===== src/rtl/uart_tx_arbiter_pkg.sv =====
`default_nettype none
// ============================================================================
//  Module   : uart_pkg
//  Brief    : Shared types and constants for the UART TX arbiter slice.
//  Revision : 1.0  initial release
// ============================================================================
package uart_pkg;

    typedef enum logic [1:0] {
        ARB_IDLE = 2'd0,
        ARB_TAG  = 2'd1,
        ARB_SEND = 2'd2,
        ARB_WAIT = 2'd3
    } arb_state_t;

    localparam logic [7:0] TAG_BASE = 8'hA0;

    // Header byte announcing which requester owns the following payload.
    function automatic logic [7:0] tag_byte(input logic [7:0] i_id);
        return TAG_BASE | i_id;
    endfunction

endpackage : uart_pkg
`default_nettype wire


===== src/rtl/uart_tx_arbiter_if.sv =====
`default_nettype none
// ============================================================================
//  Module   : uart_tx_arbiter_if
//  Brief    : Requester byte streams plus transmitter handshake bundle.
//  Revision : 1.0  initial release
// ============================================================================
interface uart_tx_arbiter_if #(
    parameter int NREQ = 4,
    parameter int DBIT = 8
) ();
    logic [NREQ-1:0]         req_valid;
    logic [NREQ*DBIT-1:0]    req_data;
    logic [NREQ-1:0]         req_last;
    logic [NREQ-1:0]         req_ready;
    logic                    tx_start;
    logic [DBIT-1:0]         tx_din;
    logic                    tx_done_tick;
    logic                    grant_valid;
    logic [$clog2(NREQ)-1:0] grant_id;

    // Clients and transmitter side
    modport master (
        output req_valid, req_data, req_last, tx_done_tick,
        input  req_ready, tx_start, tx_din, grant_valid, grant_id
    );

    // Arbiter side
    modport slave (
        input  req_valid, req_data, req_last, tx_done_tick,
        output req_ready, tx_start, tx_din, grant_valid, grant_id
    );
endinterface : uart_tx_arbiter_if
`default_nettype wire


===== src/rtl/uart_tx_arbiter_rr_arbiter.sv =====
`default_nettype none
// ============================================================================
//  Module   : rr_arbiter
//  Brief    : Combinational round-robin pick: first set request after last_id.
//  Revision : 1.0  initial release
// ============================================================================
module rr_arbiter #(
    parameter int NREQ = 4
) (
    input  wire logic [NREQ-1:0]         i_req,
    input  wire logic [$clog2(NREQ)-1:0] i_last_id,
    output logic      [$clog2(NREQ)-1:0] o_grant,
    output logic                         o_any
);
    localparam int c_IDW = $clog2(NREQ);

    // Scan from farthest to nearest so the nearest set request overwrites last.
    always_comb begin
        int idx;
        idx     = 0;
        o_grant = '0;
        o_any   = |i_req;
        for (int k = NREQ; k >= 1; k--) begin
            idx = int'(i_last_id) + k;
            if (idx >= NREQ) begin
                idx = idx - NREQ;
            end
            if (i_req[c_IDW'(idx)]) begin
                o_grant = c_IDW'(idx);
            end
        end
    end

endmodule : rr_arbiter
`default_nettype wire


===== src/rtl/uart_tx_arbiter.sv =====
`default_nettype none
// ============================================================================
//  Module   : uart_tx_arbiter
//  Brief    : Packet-granular round-robin sharing of one UART transmitter.
//             Optional header byte per grant: define UART_TX_ARB_TAG_EN.
//  Revision : 1.0  initial release
// ============================================================================
module uart_tx_arbiter
    import uart_pkg::*;
#(
    parameter int NREQ    = 4,
    parameter int DBIT    = 8,
    parameter int MAX_PKT = 64
) (
    input wire logic         clk,
    input wire logic         rst,
    uart_tx_arbiter_if.slave bus
);
    localparam int c_IDW = $clog2(NREQ);

    arb_state_t       r_state;
    logic [c_IDW-1:0] r_grant_id;
    logic [c_IDW-1:0] r_last_id;
    logic             r_grant_valid;
    logic             r_last_seen;
    logic             r_tx_start;
    logic [DBIT-1:0]  r_tx_din;
    logic [7:0]       r_byte_cnt;

    logic [c_IDW-1:0] w_rr_grant;
    logic             w_rr_any;
    logic             w_sel_valid;
    logic             w_sel_last;
    logic [DBIT-1:0]  w_sel_data;
    logic [NREQ-1:0]  w_ready;
    logic             w_pkt_done;

    rr_arbiter #(
        .NREQ (NREQ)
    ) u_rr_arbiter (
        .i_req     (bus.req_valid),
        .i_last_id (r_last_id),
        .o_grant   (w_rr_grant),
        .o_any     (w_rr_any)
    );

    always_comb begin
        w_sel_valid = 1'b0;
        w_sel_last  = 1'b0;
        w_sel_data  = '0;
        for (int i = 0; i < NREQ; i++) begin
            if (r_grant_id == c_IDW'(i)) begin
                w_sel_valid = bus.req_valid[i];
                w_sel_last  = bus.req_last[i];
                w_sel_data  = bus.req_data[i*DBIT +: DBIT];
            end
        end
    end

    // Only the granted requester ever sees ready, and only while in SEND.
    always_comb begin
        w_ready = '0;
        if (r_state == ARB_SEND) begin
            for (int i = 0; i < NREQ; i++) begin
                if (r_grant_id == c_IDW'(i)) begin
                    w_ready[i] = bus.req_valid[i];
                end
            end
        end
    end

    // Forced release at MAX_PKT leaves the rest of the packet queued upstream.
    assign w_pkt_done = r_last_seen || (r_byte_cnt == 8'(MAX_PKT));

    always_ff @(posedge clk or posedge rst) begin
        if (rst) begin
            r_state       <= ARB_IDLE;
            r_grant_id    <= '0;
            r_last_id     <= c_IDW'(NREQ - 1);
            r_grant_valid <= 1'b0;
            r_last_seen   <= 1'b0;
            r_tx_start    <= 1'b0;
            r_tx_din      <= '0;
            r_byte_cnt    <= '0;
        end else begin
            r_tx_start <= 1'b0;
            case (r_state)
                ARB_IDLE: begin
                    if (w_rr_any) begin
                        r_grant_id    <= w_rr_grant;
                        r_grant_valid <= 1'b1;
                        r_byte_cnt    <= '0;
`ifdef UART_TX_ARB_TAG_EN
                        r_tx_start    <= 1'b1;
                        r_tx_din      <= DBIT'(tag_byte(8'(w_rr_grant)));
                        r_state       <= ARB_TAG;
`else
                        r_state       <= ARB_SEND;
`endif
                    end
                end
`ifdef UART_TX_ARB_TAG_EN
                ARB_TAG: begin
                    if (bus.tx_done_tick) begin
                        r_state <= ARB_SEND;
                    end
                end
`endif
                ARB_SEND: begin
                    if (w_sel_valid) begin
                        r_tx_din    <= w_sel_data;
                        r_tx_start  <= 1'b1;
                        r_last_seen <= w_sel_last;
                        r_byte_cnt  <= r_byte_cnt + 8'd1;
                        r_state     <= ARB_WAIT;
                    end
                end
                ARB_WAIT: begin
                    if (bus.tx_done_tick) begin
                        if (w_pkt_done) begin
                            r_last_id     <= r_grant_id;
                            r_grant_valid <= 1'b0;
                            r_state       <= ARB_IDLE;
                        end else begin
                            r_state <= ARB_SEND;
                        end
                    end
                end
                default: begin
                    r_state <= ARB_IDLE;
                end
            endcase
        end
    end

    assign bus.req_ready   = w_ready;
    assign bus.tx_start    = r_tx_start;
    assign bus.tx_din      = r_tx_din;
    assign bus.grant_valid = r_grant_valid;
    assign bus.grant_id    = r_grant_id;

    a_ready_onehot : assert property (@(posedge clk) disable iff (rst)
        $onehot0(w_ready));
    a_ready_in_send : assert property (@(posedge clk) disable iff (rst)
        (w_ready != '0) |-> (r_state == ARB_SEND && r_grant_valid));
    a_start_pulse : assert property (@(posedge clk) disable iff (rst)
        r_tx_start |=> !r_tx_start);

endmodule : uart_tx_arbiter
`default_nettype wire


===== src/flat_wrapper.sv =====
// flat-port wrapper written by rule: the top's interface ports become plain ports
module uart_tx_arbiter_flat import uart_pkg::*;
#(
    parameter int NREQ    = 4,
    parameter int DBIT    = 8,
    parameter int MAX_PKT = 64
)
  (clk, rst, bus_req_valid, bus_req_data, bus_req_last, bus_tx_done_tick, bus_req_ready, bus_tx_start, bus_tx_din, bus_grant_valid, bus_grant_id);
  uart_tx_arbiter_if #(.NREQ(NREQ), .DBIT(DBIT)) bus_i ();
  input wire logic clk;
  input wire logic rst;
  input wire logic [$bits(bus_i.req_valid)-1:0] bus_req_valid;
  input wire logic [$bits(bus_i.req_data)-1:0] bus_req_data;
  input wire logic [$bits(bus_i.req_last)-1:0] bus_req_last;
  input wire logic [$bits(bus_i.tx_done_tick)-1:0] bus_tx_done_tick;
  output wire logic [$bits(bus_i.req_ready)-1:0] bus_req_ready;
  output wire logic [$bits(bus_i.tx_start)-1:0] bus_tx_start;
  output wire logic [$bits(bus_i.tx_din)-1:0] bus_tx_din;
  output wire logic [$bits(bus_i.grant_valid)-1:0] bus_grant_valid;
  output wire logic [$bits(bus_i.grant_id)-1:0] bus_grant_id;
  assign bus_i.req_valid = bus_req_valid;
  assign bus_i.req_data = bus_req_data;
  assign bus_i.req_last = bus_req_last;
  assign bus_i.tx_done_tick = bus_tx_done_tick;
  assign bus_req_ready = bus_i.req_ready;
  assign bus_tx_start = bus_i.tx_start;
  assign bus_tx_din = bus_i.tx_din;
  assign bus_grant_valid = bus_i.grant_valid;
  assign bus_grant_id = bus_i.grant_id;
  uart_tx_arbiter #(.NREQ(NREQ), .DBIT(DBIT), .MAX_PKT(MAX_PKT)) u_core (.clk(clk), .rst(rst), .bus(bus_i));
endmodule

===== config.mk =====
export PLATFORM = sky130hd
export DESIGN_NAME = uart_tx_arbiter_flat
export DESIGN_NICKNAME = d
export VERILOG_FILES = /design/src/rtl/uart_tx_arbiter_pkg.sv /design/src/rtl/uart_tx_arbiter_if.sv /design/src/rtl/uart_tx_arbiter_rr_arbiter.sv /design/src/rtl/uart_tx_arbiter.sv /design/src/flat_wrapper.sv
export SDC_FILE = /design/constraint.sdc
export NUM_CORES = 1
export LEC_CHECK = 0
export BUFFER_PORTS_ARGS = -buffer_cell sky130_fd_sc_hd__buf_2
export CELL_PAD_IN_SITES_DETAIL_PLACEMENT = 0
export CELL_PAD_IN_SITES_GLOBAL_PLACEMENT = 1
export CORE_ASPECT_RATIO = 1.75
export CORE_MARGIN = 2
export CORE_UTILIZATION = 39
export DETAILED_ROUTE_END_ITERATION = 7
export PLACE_DENSITY_LB_ADDON = 0.1
export SKIP_LAST_GASP = 1
export SYNTH_ARGS = -nofsm -noshare
export SYNTH_HDL_FRONTEND = slang
export SYNTH_SLANG_ARGS = --single-unit

===== constraint.sdc =====
create_clock -name clk -period 5.5 [get_ports clk]
set_clock_uncertainty 0.1 [all_clocks]
set_input_delay 0.275 -clock clk [delete_from_list [all_inputs] [get_ports clk]]
set_output_delay 0.275 -clock clk [all_outputs]
set_load 0.03 [all_outputs]

==> flow_metrics.py <==
metrics = {
    "run_status": {
        "outcome": "completed",
    },
    "logic_synthesis": {
        "synth-seq-area-share_pct": 41.7,
        "yosys.area_share.xor_xnor_pct": 0,
        "yosys.area_share.adder_pct": 1.66,
        "ys_ff_latch": 25,
        "syn_nets": 178,
        "yosysUniqueCellTypes": 42,
        "synth_top_area_share_pct": 38.2,
        "avgSynthCellArea_sq_um": 11.3,
        "syn_area_sq_um": 1510,
        "yosysWarnings": 0,
        "synthSimpleGateAreaFrac_pct": 16.4,
        "netlist_top_cells_area": "dfrtp_1 (38%), mux4_2 (15%), mux2_1 (8.2%)",
        "muxShareOfSynthArea_pct": 24.5,
        "async_reset_ff_share_pct": 100,
        "synth_top_family_by_area": "multiplexers",
        "synth_edf_count": 0,
        "synthCells": 133,
        "synth_compound_area_share_pct": 11.4,
        "ys.flop_type": "dfrtp_1",
        "synth_top_area_cell": "dfrtp_1",
    },
    "setup_path": {
        "cpPeakStageDelay_ns": 0.85,
        "crit_required_ns": 5.55,
        "crit_path_start_kind": "flip-flop",
        "path_cells": "mux4_2, nand2_2, mux2_1",
        "r2r_end": "u_core.bus.tx_din[0]",
        "critPathCaptureType": "flip-flop",
        "path_class": "flip-flop to flip-flop",
        "rrSetupSlack_ns": 3.09,
        "worstRegToRegCells": 3,
        "critPathMaxFanout": 16,
        "timing.rr.start": "u_core.bus.grant_id[0]",
        "worst_ep_arrival_time_ns": 2.46,
        "cp_slowest_cell": "dfrtp_1",
    },
    "sta": {
        "slew_headroom_pct": 34.9,
        "tns_ns": 0,
        "rsz0062_at_grt": "false",
        "post-route-period-util_pct": 43.8,
        "slew_viol_final": 0,
        "fmax_ghz": 0.415,
        "hold_slack_ns": 0.114,
        "hold_violations": 0,
        "max_slew.worst_pin.slew_ns": 0.975,
        "setup_viol": 0,
        "finalCriticalPeriod_ns": 2.41,
        "finalWorstSetupSlack_ns": 3.09,
    },
    "routing": {
        "drt_iter0_markers": 25,
        "dr.pass1.iters": 4,
        "ant_nets": 0,
        "routed_wl_um": 3810,
        "viasPerCell": 5.65,
        "wl_per_cell_um": 16.3,
        "vias": 1323,
        "drc": 0,
    },
    "clock_network": {
        "cts_sinks": 25,
        "clockBufferDepth": 2,
        "cts_buffers": 3,
        "clkTransAtPathRegs_ns": 0.09,
        "insertion_delay_ns": 0.27,
        "tritoncts": "done",
        "ctsHoldBuffers": 0,
        "htreeDepth": 1,
        "cts_resized": 0,
        "cts_root_buf": "clkbuf_8",
        "post-cts-setup-buffers": 0,
    },
    "job": {
        "cap_viol_max_count": 0,
    },
    "global_routing": {
        "grt_pass1_vias": 1336,
        "track_usage_pct": 18.6,
        "grt_start_max_net_pins": 26,
        "antenna_found_initial": 0,
        "grt_pass1_wl_um": 6190,
        "grt_overflow": 0,
    },
    "placed_design": {
        "place_inst": 230,
        "postPlaceCellArea_sq_um": 1810,
        "gp_congestion": 0.881,
        "dp_hpwl_um": 2950,
        "port-buffer-count": 58,
        "pre_cts_ws_ns": 3.05,
    },
    "layout": {
        "syn_to_final_growth_pct": 23.2,
        "fin_cells": 234,
        "utilization_pct": 50.7,
        "design_area_sq_um": 1860,
        "fillers": 360,
        "fin_nets": 234,
        "num_antenna_cells": 0,
        "final_cell_mix": "buf_2 (58), dfrtp_1 (23), mux2_1 (11), nand2_1 (11), mux4_2 (10)",
        "layout_commonest_cell": "buf_2",
        "drive_above_1_share_pct": 41.5,
    },
    "floorplanning": {
        "initial_core_util_pct": 41.1,
        "die_w_um": 51,
        "ios": 59,
        "die_area_sq_um": 4400,
        "rows": 29,
        "die_y_um": 86.3,
        "fp.coreArea_sq_um": 3660,
    },
    "power": {
        "leakage_nw": 0.857,
        "p_per_area_nw_per_um2": 518,
        "irDropWorstVdd_mv": 0.284,
        "power_uw": 962,
    },
    "hold_path": {
        "hp-class": "input pin to asynchronous set/reset pin",
    },
}
## power by group
part / internal [mW] / switching, mW
Sequential: 0.267 / 0.112
Combinational: 0.211 / 0.264
Clock: 0.0518 / 0.0564
Total: 0.529 / 0.432
## cell type report
class                      count  area, sq um  area share (%)
clock buffer                   4         45.0            2.43
tap                           46         57.6            3.10
timing repair buffer          58          290            15.6
sequential                    25          628            33.8
inverter                       6         22.5            1.21
multi-input combinational     95          813            43.8
## worst max-delay path, delay by kind of cell (launching register included)
kind	cells	cell delay [ns]
flops	1	0.85
mux	2	1.06
simple gates	1	0.28
## cell usage after synthesis (all sizes together), types with 3 or more instances
cell,count
mux2,11
nor2b,3
nor2,8
a21oi,4
nor3,3
o21ai,9
buf,5
inv,6
dfrtp,23
o2111ai,3
nand3,4
nand2,12
mux4,10
## registers in the layout, indices dropped and copies added, names as in the netlist
name	count
u_core.bus.tx_din	8
u_core.r_last_id	2
u_core.r_last_seen	1
u_core.bus.tx_start	1
u_core.r_byte_cnt	8
u_core.bus.grant_id	2
u_core.bus.grant_valid	1
u_core.r_state	2
## logic make-up after synthesis
| group | count (synthesis) |
|---|---|
| AO/OA/AOI/OAI | 26 |
| multiplexers | 23 |
| AND/OR/NAND/NOR | 44 |
| flip-flops | 25 |
| adder cells (fa/ha/maj) | 2 |
| buffers and inverters | 13 |
## worst max-delay path by stage
stage	endpoint	slack, ns	start
final	u_core.bus.tx_din[0]	3.09	u_core.bus.grant_id[0]
after global routing	u_core.bus.tx_din[0]	2.89	u_core.bus.grant_id[0]
after CTS	u_core.bus.tx_din[0]	3.04	u_core.bus.grant_id[0]
after detailed placement	u_core.bus.tx_din[0]	3.05	u_core.bus.grant_id[0]
after global placement	u_core.bus.tx_din[4]	3.10	u_core.bus.grant_id[0]
after floorplan	bus_req_ready[0]	3.17	u_core.bus.grant_id[0]
## per-layer routing
| metal | GRT usage (%) | share of wire (%) | routed length [um] |
|---|---|---|---|
| met2 | 33.3 | 53 | 2030 |
| met3 | 2.24 | 5.3 | 201 |
| met5 | 0 | 0 | 0 |
| met1 | 21.0 | 38 | 1460 |
| met4 | 9.34 | 2.9 | 110 |
Power figures use the tool's default switching activity.
